$ cat src/rtl/hs_pkg.sv
// hs_pkg: shared types and widths for the byte packing handshake stages.
package hs_pkg;
  localparam int DW_IN  = 8;
  localparam int DW_OUT = 16;
  localparam int KEEP_W = 2;
  typedef enum logic {ST_EMPTY, ST_HALF} state_t;
endpackage

$ cat src/rtl/byte_packer_if.sv
// byte_packer_if: byte-in / word-out valid-ready bus of the byte packer.
interface byte_packer_if #(parameter int DW_IN = 8, parameter int DW_OUT = 16);
  logic [DW_IN-1:0]         data_i;
  logic                     valid_i;
  logic                     last_i;
  logic                     ready_o;
  logic [DW_OUT-1:0]        data_o;
  logic [DW_OUT/DW_IN-1:0]  keep_o;
  logic                     last_o;
  logic                     valid_o;
  logic                     ready_i;
  modport slave (input data_i, valid_i, last_i, ready_i, output ready_o, data_o, keep_o, last_o, valid_o);
  modport master (output data_i, valid_i, last_i, ready_i, input ready_o, data_o, keep_o, last_o, valid_o);
endinterface

$ cat src/rtl/hs_slice.sv
// hs_slice: output register of a valid-ready stage; holds its word under backpressure.
module hs_slice #(
  parameter int W  = 16,
  parameter int KW = 2
) (
  input  logic          clk,
  input  logic          rstn,
  input  logic          load,
  input  logic [W-1:0]  d,
  input  logic [KW-1:0] k,
  input  logic          l,
  input  logic          ready_i,
  output logic          valid_o,
  output logic [W-1:0]  data_o,
  output logic [KW-1:0] keep_o,
  output logic          last_o,
  output logic          ready_o
);
  assign ready_o = !valid_o || ready_i;
  // load only happens when ready_o was high, so a held word is never overwritten
  always_ff @(posedge clk or negedge rstn)
    if (!rstn) begin
      valid_o <= 1'b0;
      data_o  <= '0;
      keep_o  <= '0;
      last_o  <= 1'b0;
    end else if (load) begin
      valid_o <= 1'b1;
      data_o  <= d;
      keep_o  <= k;
      last_o  <= l;
    end else if (ready_i) begin
      valid_o <= 1'b0;
    end
endmodule

$ cat src/rtl/byte_packer.sv
// byte_packer: packs pairs of bytes into 16-bit words, flushing a lone byte on last.
module byte_packer #(
  parameter int DW_IN  = hs_pkg::DW_IN,
  parameter int DW_OUT = hs_pkg::DW_OUT
) (
  input  logic          clk,
  input  logic          rstn,
  byte_packer_if.slave  bus,
  output logic [15:0]   word_cnt_o
);
  import hs_pkg::*;
  state_t             state;
  logic [DW_IN-1:0]   lo_r;
  logic               accept;
  logic               issue;
  logic [DW_OUT-1:0]  word;
  logic [KEEP_W-1:0]  keep;
  logic               last;
  always_comb begin
    accept = bus.valid_i && bus.ready_o;
    issue  = accept && (state == ST_HALF || bus.last_i);
    word   = state == ST_HALF ? {bus.data_i, lo_r} : {{DW_IN{1'b0}}, bus.data_i};
    keep   = state == ST_HALF ? 2'b11 : 2'b01;
    last   = state == ST_HALF ? bus.last_i : 1'b1;
  end
  always_ff @(posedge clk or negedge rstn)
    if (!rstn) begin
      state      <= ST_EMPTY;
      lo_r       <= '0;
      word_cnt_o <= '0;
    end else begin
      if (accept && state == ST_EMPTY && !bus.last_i) begin
        state <= ST_HALF;
        lo_r  <= bus.data_i;
      end else if (accept) begin
        state <= ST_EMPTY;
      end
      if (bus.valid_o && bus.ready_i) word_cnt_o <= word_cnt_o + 16'd1;
    end
  hs_slice #(.W(DW_OUT), .KW(KEEP_W)) u_slice (
    .clk     (clk),
    .rstn    (rstn),
    .load    (issue),
    .d       (word),
    .k       (keep),
    .l       (last),
    .ready_i (bus.ready_i),
    .valid_o (bus.valid_o),
    .data_o  (bus.data_o),
    .keep_o  (bus.keep_o),
    .last_o  (bus.last_o),
    .ready_o (bus.ready_o)
  );
endmodule

$ cat src/flat_wrapper.sv
// flat-port wrapper written by rule: the top's interface ports become plain ports
module byte_packer_flat import hs_pkg::*;
#(
  parameter int DW_IN  = hs_pkg::DW_IN,
  parameter int DW_OUT = hs_pkg::DW_OUT
)
  (clk, rstn, word_cnt_o, bus_data_i, bus_valid_i, bus_last_i, bus_ready_i, bus_ready_o, bus_data_o, bus_keep_o, bus_last_o, bus_valid_o);
  byte_packer_if #(.DW_IN(DW_IN), .DW_OUT(DW_OUT)) bus_i ();
  input  logic clk;
  input  logic rstn;
  output logic [15:0] word_cnt_o;
  input wire logic [$bits(bus_i.data_i)-1:0] bus_data_i;
  input wire logic [$bits(bus_i.valid_i)-1:0] bus_valid_i;
  input wire logic [$bits(bus_i.last_i)-1:0] bus_last_i;
  input wire logic [$bits(bus_i.ready_i)-1:0] bus_ready_i;
  output wire logic [$bits(bus_i.ready_o)-1:0] bus_ready_o;
  output wire logic [$bits(bus_i.data_o)-1:0] bus_data_o;
  output wire logic [$bits(bus_i.keep_o)-1:0] bus_keep_o;
  output wire logic [$bits(bus_i.last_o)-1:0] bus_last_o;
  output wire logic [$bits(bus_i.valid_o)-1:0] bus_valid_o;
  assign bus_i.data_i = bus_data_i;
  assign bus_i.valid_i = bus_valid_i;
  assign bus_i.last_i = bus_last_i;
  assign bus_i.ready_i = bus_ready_i;
  assign bus_ready_o = bus_i.ready_o;
  assign bus_data_o = bus_i.data_o;
  assign bus_keep_o = bus_i.keep_o;
  assign bus_last_o = bus_i.last_o;
  assign bus_valid_o = bus_i.valid_o;
  byte_packer #(.DW_IN(DW_IN), .DW_OUT(DW_OUT)) u_core (.clk(clk), .rstn(rstn), .bus(bus_i), .word_cnt_o(word_cnt_o));
endmodule
$ cat config.mk
export PLATFORM = sky130hd
export DESIGN_NAME = byte_packer_flat
export DESIGN_NICKNAME = d
export VERILOG_FILES = /design/src/rtl/hs_pkg.sv /design/src/rtl/byte_packer_if.sv /design/src/rtl/hs_slice.sv /design/src/rtl/byte_packer.sv /design/src/flat_wrapper.sv
export SDC_FILE = /design/constraint.sdc
export NUM_CORES = 1
export LEC_CHECK = 0
export BUFFER_PORTS_ARGS = -buffer_cell sky130_fd_sc_hd__buf_2
export CORE_ASPECT_RATIO = 1.5
export CORE_MARGIN = 1.5
export CORE_UTILIZATION = 31
export CTS_CLUSTER_SIZE = 25
export DETAILED_ROUTE_END_ITERATION = 12
export PLACE_DENSITY = 0.57
export SETUP_SLACK_MARGIN = 0.2
export SLEW_MARGIN = 20
export SYNTH_ARGS = -nofsm -noshare
export SYNTH_HDL_FRONTEND = slang
export SYNTH_SLANG_ARGS = --single-unit
$ cat constraint.sdc
create_clock -name clk -period 2.1 [get_ports clk]
set_input_delay 0.315 -clock clk [delete_from_list [all_inputs] [get_ports clk]]
set_output_delay 0.315 -clock clk [all_outputs]
set_load 0.01 [all_outputs]
==> results.yml, run 1 <==
synthesis:
  synth-compound-area-share_pct: 4.81
  synth_fp_nets: 152
  synth_area_um2: 1900
  synthCells: 138
  synthSimpleGateAreaFrac_pct: 10.1
  yosysTopAreaCellShare_pct: 59.2
  yosysMostFrequentCell: "dfrtp_1"
  ys_async_sr_fraction_pct: 100
  synthTopCellsByCount: "dfrtp_1 (45), mux2_2 (17), nand3_1 (11), xnor2_1 (9)"
  yosys-top-cells-area: "dfrtp_1 (59%), mux2_2 (10%), mux2_4 (6.3%)"
  synth_seq_cells: 45
  yosysTopAreaCell: "dfrtp_1"
  synth_top_family_by_area: "multiplexers"
  synth_mux_area_share_pct: 16.4
  synthAdderAreaFrac_pct: 0.658
  synth_edf_count: 0
  ys_seq_area_share_pct: 59.2
  ys_warn_count: 0
  syn_avg_cell_area_um2: 13.8
  ys_types: 28
  ys.flop_type: "dfrtp_1"
  synth_xor_area_share_pct: 6.91
worst_setup_path:
  arrival_ns: 1.90
  crit_family: "compound AO/OA/AOI/OAI gates"
  worstSetupEndpointType: "flip-flop"
  cp_max_fo: 18
  slowest_delay_ns: 0.71
  slowest_stage: "o21ai_2"
  crit_chain: "o21ai_2, mux2_2"
  crit_buf_inv: 0
  worstSetupPathType: "flip-flop to flip-flop"
  start_kind: "flip-flop"
  required_ns: 2.29
clock_network:
  htree_levels: 2
  cts.hold.buffers_added: 0
  clk_pin_slew_ns: 0.09
  cts_made_buffers: 5
  ctsLongestPathBuffers: 2
  insertion_delay_ns: 0.30
  post_cts_buffers: 0
  root_buffer: "clkbuf_8"
  clkSinkCount: 45
  cts_tree: "yes"
  post_cts_resize_count: 0
timing:
  rsz0062_at_grt: "false"
  tns_ns: 0
  fin_crit_ns: 1.72
  tightest_slew_ns: 0.833
  drv_slew: 0
  fin_crit_sh_pct: 81.7
  hold_violations: 0
  setup_violations: 0
  fmax_ghz: 0.583
  finClkSkew_ns: 0.00783
  slew_headroom_pct: 44.4
layout:
  area_delta_synth_final_pct: 22.6
  regArea_um2: 1130
  drive_gt1_share_pct: 46.9
  multi_input_area_um2: 738
  num_antenna_cells: 0
  nets: 207
  nFillCells: 581
  final_util_pct: 39.7
drt:
  avgRoutedWirePerCell_um: 14.0
  drc: 0
  ant_nets: 0
  vias_per_cell: 4.80
  routed_wl_um: 3730
  first_pass_iters: 4
  num_vias: 1278
  first_iter_violations: 58
power_and_ir_drop:
  p_per_area_nw_per_um2: 1070
  ir_drop_uv: 522
  p_leak_nw: 1.18
grt:
  track_usage_pct: 12.6
  grt_pass1_wl_um: 6360
  antenna_found_initial: 0
  overflow: 0
  grt_max_degree: 46
  grt_pass1_vias: 1279
die:
  core_area_um2: 5870
  die-area_um2: 6620
  row_count: 34
  io_pins: 50
  die_width_um: 66.9
  die_y_um: 98.9
  start_util_pct: 32.4
outcome:
  status: "completed"
place:
  io_buffers: 49
  dp_hpwl_um: 2620
  gp_congestion: 0.662
min_path:
  min_path_type: "primary input to async pin"
flow_run:
  drv_cap: 0
[placed cells by master (no fill, tap or decap), drive strengths merged, types with 6 or more instances in the layout]
master | netlist | routed
nand2 | 7 | 7
clkbuf | 1 | 6
xnor2 | 9 | 9
nand3 | 11 | 11
dfrtp | 45 | 45
mux2 | 25 | 25
a22o | 8 | 8
xor2 | 6 | 6
buf | 3 | 52
[worst reg2reg max path: cells and delay by family (launching register included)]
kind	cells	cell delay, ns
mux	1	0.41
flops	1	0.48
compound gates	1	0.71
[per-stage QoR]
step	hold slack, ns	power, mW	std cells	cell area, um^2	setup slack [ns]
after detailed placement	0.445	1.96	258	2230	0.340
after floorplan	0.0194	1.67	138	1900	0.581
after global routing	0.142	2.67	266	2330	0.227
after global placement	0.436	1.94	258	2230	0.367
after CTS	0.111	2.54	266	2330	0.333
final	0.0883	2.49	266	2330	0.385
[flip-flops by register name, indices dropped and copies added (netlist names)]
register                cells
u_core.lo_r                 8
u_core.state                1
u_core.u_slice.data_o      16
u_core.u_slice.keep_o       2
u_core.u_slice.last_o       1
u_core.u_slice.valid_o      1
u_core.word_cnt_o          16
[power by group]
group / leakage (nW) / switching, mW / internal, mW
Clock: 0.0512 / 0.294 / 0.267
Combinational: 0.575 / 0.299 / 0.369
Sequential: 0.557 / 0.177 / 1.08
[worst paths after layout]
path	startpoint	end	slack, ns	cells past startpoint
min	rstn	u_core.u_slice.data_o[0]	0.09	2
max in group asynchronous	rstn	u_core.u_slice.valid_o	1.60	2
min reg2reg	u_core.word_cnt_o[15]	u_core.word_cnt_o[15]	0.48	1
min in group clk	bus_data_i[4]	u_core.u_slice.data_o[12]	0.27	2
max	u_core.state	u_core.u_slice.data_o[6]	0.38	2
max reg2reg	u_core.state	u_core.u_slice.data_o[6]	0.38	2
[cell families (layout without fill, tap and decap cells)]
family / count (synthesis) / in the layout
compound gates: 11 / 11
mux: 25 / 25
buf+inv: 7 / 63
simple gates: 34 / 34
flops: 45 / 45
xor+xnor: 15 / 15
fa+ha+maj: 1 / 1
[per-layer routing]
metal,wire length [um],vias to the layer above,track usage (%)
met5,0,-,0
met4,36,0,3.77
met3,258,4,4.11
met2,1810,48,20.3
met1,1620,634,16.1
li1,-,592,-
[cell type report]
class	instances	share of cell area, %
clock inverters	2	0.591
inverters	3	0.483
well taps	72	3.87
repair buffers	52	11.5
flip-flops and latches	45	48.3
clock buffers	6	3.54
multi-input cells	86	31.7
No activity file was read; power rests on OpenSTA's default activity.
==> run 2, diff against run 1 <==
--- a/config.mk
+++ b/config.mk
@@ -11,7 +11,7 @@
 export CORE_UTILIZATION = 31
 export CTS_CLUSTER_SIZE = 25
 export DETAILED_ROUTE_END_ITERATION = 12
-export PLACE_DENSITY = 0.57
+export PLACE_DENSITY = 0.59
 export SETUP_SLACK_MARGIN = 0.2
 export SLEW_MARGIN = 20
 export SYNTH_ARGS = -nofsm -noshare
==> constraint.sdc (replaced) <==
create_clock -name clk -period 1.4 [get_ports clk]
set_input_delay 0.21 -clock clk [delete_from_list [all_inputs] [get_ports clk]]
set_output_delay 0.21 -clock clk [all_outputs]
set_load 0.01 [all_outputs]
==> results.yml, run 2 (synthesis results as in run 1) <==
outcome:
  status: "finished with violations"
  violations: "negative setup slack"
drt:
  highest_layer: "met4"
  avgRoutedWirePerCell_um: 14.6
  met3_length_um: 195
  first_iter_violations: 48
  drc: 0
  vias_per_cell: 4.63
  dr_wl_met2_um: 2220
  ant_nets: 0
  routed_wl_um: 4420
  first_pass_iters: 4
  num_vias: 1398
  m1WireLength_um: 1900
die:
  io_pins: 50
  row_count: 34
  die_width_um: 66.9
  core_area_um2: 5870
  start_util_pct: 32.4
  die-area_um2: 6620
  die_y_um: 98.9
timing:
  hold_violations: 0
  tightest_slew_ns: 0.424
  fmax_ghz: 0.677
  finClkSkew_ns: 0.00537
  fin_crit_sh_pct: 106
  drv_slew: 0
  slew_headroom_pct: 71.6
  setup_violations: 12
  fin_crit_ns: 1.48
  rsz0062_at_grt: "true"
  final.setup.worst_slack_ns: -0.0770
place:
  gp_congestion: 0.726
  io_buffers: 49
  dp_hpwl_um: 2750
  placed_cell_area_um2: 2430
layout:
  area_delta_synth_final_pct: 57.5
  final_cell_mix: "buf_2 (41), dfrtp_1 (36), buf_6 (28)"
  num_antenna_cells: 0
  final_common_cell: "buf_2"
  drive_gt1_share_pct: 65.2
  nets: 243
  multi_input_area_um2: 983
  nFillCells: 504
  design_area_um2: 2990
  regArea_um2: 1140
  top_regs: "u_core.u_slice.data_o: 16 flops, u_core.word_cnt_o: 16 flops, u_core.lo_r: 8 flops"
flow_run:
  drv_cap: 0
clock_network:
  ctsLongestPathBuffers: 2
  insertion_delay_ns: 0.30
  htree_levels: 2
  cts_made_buffers: 5
  root_buffer: "clkbuf_8"
  clkSinkCount: 45
  cts_tree: "yes"
  clk_pin_slew_ns: 0.08
worst_setup_path:
  regToRegSetupSlack_ns: -0.08
  arrival_ns: 1.66
  cp_max_fo: 5
  required_ns: 1.58
  worstSetupEndpointType: "flip-flop"
  worstSetupPathType: "flip-flop to flip-flop"
  start_kind: "flip-flop"
grt:
  track_usage_pct: 14.2
  grt_pass1_vias: 1425
  antenna_found_initial: 0
  grt_pass1_wl_um: 7040
  grt_max_degree: 46
  overflow: 0
power_and_ir_drop:
  p_per_area_nw_per_um2: 1540
  power.total_mw: 4.60
  p_leak_nw: 1.51
  ir_drop_uv: 443
min_path:
  min_path_type: "primary input to flip-flop"
run 2: where the power goes:
group	internal [mW]	switching, mW
sequential	1.64	0.292
combinational	1.08	0.709
clock	0.446	0.428
total	3.17	1.43
run 2: cell type report:
cell class / count / area share [%]
Tap cell: 72 / 3.01
Clock buffer: 7 / 3.22
Sequential cell: 45 / 38.0
Multi-Input combinational cell: 87 / 32.8
Timing Repair Buffer: 87 / 22.4
Inverter: 3 / 0.376
Clock inverter: 1 / 0.167
run 2: per-stage QoR:
| stage | worst slack [ns] | utilization (%) | setup TNS [ns] | cells | hold WS, ns |
|---|---|---|---|---|---|
| 4_1_cts | -0.0565 | 48.5 | -0.404 | 292 | 0.148 |
| 6_report | -0.0770 | 51.0 | -0.553 | 302 | 0.156 |
| 3_5_place_dp | -0.0710 | 41.3 | -1.09 | 267 | 0.207 |
| 5_1_grt | -0.117 | 51.0 | -1.47 | 302 | 0.164 |
| 3_3_place_gp | -0.0621 | 41.3 | -0.898 | 267 | 0.209 |
| 2_1_floorplan | -0.107 | - | -0.920 | 138 | -0.0856 |
run 2: timing repair:
action                                 4_1_cts  5_1_grt
setup buffers                               15        9
setup endpoints to repair                   41       50
endpoints found under the hold margin       45        0
pin swaps                                   15        7
hold buffers                                 1        0
cloned                                       1        1
gates resized for setup                     39       18
run 2: worst paths after layout:
kind	from	endpoint	cells after the start
hold / removal	bus_data_i[3]	u_core.u_slice.data_o[11]	2
hold reg to reg	u_core.word_cnt_o[15]	u_core.word_cnt_o[15]	1
setup reg to reg	u_core.u_slice.valid_o	u_core.lo_r[1]	5
max in group asynchronous	rstn	u_core.word_cnt_o[0]	3
setup / recovery	u_core.u_slice.valid_o	u_core.lo_r[1]	5
min in group asynchronous	rstn	u_core.word_cnt_o[6]	3
run 2: worst max-delay path, stage by stage, from the launching register on:
cell and delay (ns):
dfrtp_2 0.43, nand2b_4 0.08, nand2_2 0.05, or3_4 0.34, buf_6 0.15, mux2_4 0.30
run 2: metal layers:
| layer | track usage [%] | vias to the layer above |
|---|---|---|
| li1 | - | 667 |
| met1 | 18.6 | 690 |
| met2 | 22.7 | 33 |
| met3 | 2.74 | 8 |
| met4 | 6.12 | 0 |
| met5 | 0 | - |
==> run 3, diff against run 2 <==
--- a/config.mk
+++ b/config.mk
@@ -11,7 +11,7 @@
 export CORE_UTILIZATION = 31
 export CTS_CLUSTER_SIZE = 25
 export DETAILED_ROUTE_END_ITERATION = 12
-export PLACE_DENSITY = 0.59
+export PLACE_DENSITY = 0.51
 export SETUP_SLACK_MARGIN = 0.2
 export SLEW_MARGIN = 20
 export SYNTH_ARGS = -nofsm -noshare
==> results.yml, run 3 (synthesis results as in run 1) <==
outcome:
  status: "finished with violations"
  violations: "negative setup slack"
place:
  placed_cell_area_um2: 2460
  gp_congestion: 0.825
  dp_hpwl_um: 3130
  io_buffers: 49
die:
  io_pins: 50
  die-area_um2: 6620
  die_y_um: 98.9
  core_area_um2: 5870
  row_count: 34
  die_width_um: 66.9
  start_util_pct: 32.4
clock_network:
  ctsLongestPathBuffers: 2
  cts_made_buffers: 5
  root_buffer: "clkbuf_8"
  clk_pin_slew_ns: 0.08
  insertion_delay_ns: 0.30
  cts_tree: "yes"
  htree_levels: 2
  clkSinkCount: 45
worst_setup_path:
  required_ns: 1.58
  critical_path_depth: 5
  r2r-end: "u_core.lo_r[4]"
  crit_chain: "nand2b_4, nand2_2, or3_4, buf_6, mux2_4"
  worstSetupPathType: "flip-flop to flip-flop"
  r2r_start: "u_core.u_slice.valid_o"
  crit_buf_inv: 1
  regToRegSetupSlack_ns: -0.12
  cp_max_fo: 5
  arrival_ns: 1.70
  slowest_stage: "dfrtp_2"
  start_kind: "flip-flop"
  crit_family: "simple AND/OR/NAND/NOR gates"
  worstSetupEndpointType: "flip-flop"
  r2r_cells: 5
  slowest_delay_ns: 0.44
drt:
  num_vias: 1436
  ant_nets: 0
  drc: 0
  routed_wl_um: 5030
  first_pass_iters: 4
  avgRoutedWirePerCell_um: 16.7
  vias_per_cell: 4.77
  first_iter_violations: 33
timing:
  final.setup.worst_slack_ns: -0.117
  hold_violations: 0
  rsz0062_at_grt: "true"
  finClkSkew_ns: 0.00783
  fin_crit_ns: 1.52
  fmax_ghz: 0.659
  setup_violations: 10
  slew_headroom_pct: 68.4
  tightest_slew_ns: 0.474
  drv_slew: 0
  fin_crit_sh_pct: 108
layout:
  num_antenna_cells: 0
  top_regs: "u_core.u_slice.data_o: 16 flops, u_core.word_cnt_o: 16 flops, u_core.lo_r: 8 flops"
  final_cell_mix: "buf_2 (42), dfrtp_1 (37), buf_6 (27)"
  final_util_pct: 50.4
  area_delta_synth_final_pct: 55.6
  final_common_cell: "buf_2"
  nFillCells: 512
  design_area_um2: 2960
  drive_gt1_share_pct: 65.5
  nets: 243
grt:
  grt.met1_usage_pct: 18.2
  track_usage_pct: 15.9
  antenna_found_initial: 0
  grt.met3_usage_pct: 3.31
  grt_pass1_wl_um: 7850
  grt_pass1_vias: 1557
  grt_max_degree: 28
  grtUsageMet2_pct: 28.1
  overflow: 0
  grt_busiest_layer: "met2"
power_and_ir_drop:
  ir_drop_uv: 677
  p_per_area_nw_per_um2: 1500
  power.total_mw: 4.44
  p_leak_nw: 1.49
min_path:
  hold_end: "u_core.u_slice.data_o[11]"
  min-delay-start: "bus_data_i[3]"
  hold_depth: 2
  min_path_type: "primary input to flip-flop"
flow_run:
  drv_cap: 0
## run 3: cell count changes in the layout (fill, tap and decap cells not counted), sizes merged
cell / previous run / this run
and3: 3 / 4
clkinv: 1 / 0
o21ai: 3 / 4
buf: 86 / 84
## run 3: power breakdown
part	switching, mW	total [mW]	internal [mW]	leakage (nW)
Sequential	0.251	1.89	1.64	0.546
Combinational	0.733	1.73	0.998	0.896
Clock	0.422	0.814	0.392	0.0443
## run 3: how the worst max path moves through the flow
stage	start	endpoint	slack [ns]
after floorplan	u_core.word_cnt_o[1]	u_core.word_cnt_o[12]	-0.11
after global placement	u_core.u_slice.valid_o	u_core.lo_r[4]	-0.08
after detailed placement	u_core.word_cnt_o[0]	u_core.word_cnt_o[14]	-0.12
after CTS	u_core.u_slice.valid_o	u_core.lo_r[1]	-0.08
after global routing	u_core.u_slice.valid_o	u_core.lo_r[4]	-0.15
final	u_core.u_slice.valid_o	u_core.lo_r[4]	-0.12
## run 3: worst reg2reg max path, cell delays in order (launching register included)
cell and delay, ns:
dfrtp_2 0.44, nand2b_4 0.11, nand2_2 0.07, or3_4 0.35
buf_6 0.15, mux2_4 0.30
## run 3: cell type report
cell class | count | area [um^2] | area share, %
Sequential cell | 45 | 1140 | 38.4
Multi-Input combinational cell | 89 | 983 | 33.3
Timing Repair Buffer | 85 | 649 | 22.0
Tap cell | 72 | 90.1 | 3.05
Clock buffer | 7 | 86.3 | 2.92
Inverter | 3 | 11.3 | 0.381
## run 3: timing repair
item / CTS / global route
buffers inserted: 9 / 9
hold buffers: 1 / 0
setup endpoints to repair: 44 / 49
gates resized for setup: 26 / 27
hold endpoints to repair: 18 / 0
gates cloned: 2 / 1
pin swaps: 11 / 5
## run 3: per-stage QoR
stage               worst slack (ns)  setup TNS, ns  cells  hold WS [ns]
finish                        -0.117         -0.954    301         0.163
global route                  -0.152          -1.86    301         0.164
global placement             -0.0760          -1.18    272         0.181
detailed placement            -0.121          -1.66    272         0.193
CTS                          -0.0781         -0.542    291         0.152
floorplan                     -0.107         -0.920    138       -0.0856
## run 3: per-layer routing
layer  vias to the layer above  routed length [um]
li1                        672                   -
met1                       722                1900
met2                        36                2840
met3                         6                 207
met4                         0                  82
met5                         -                   0
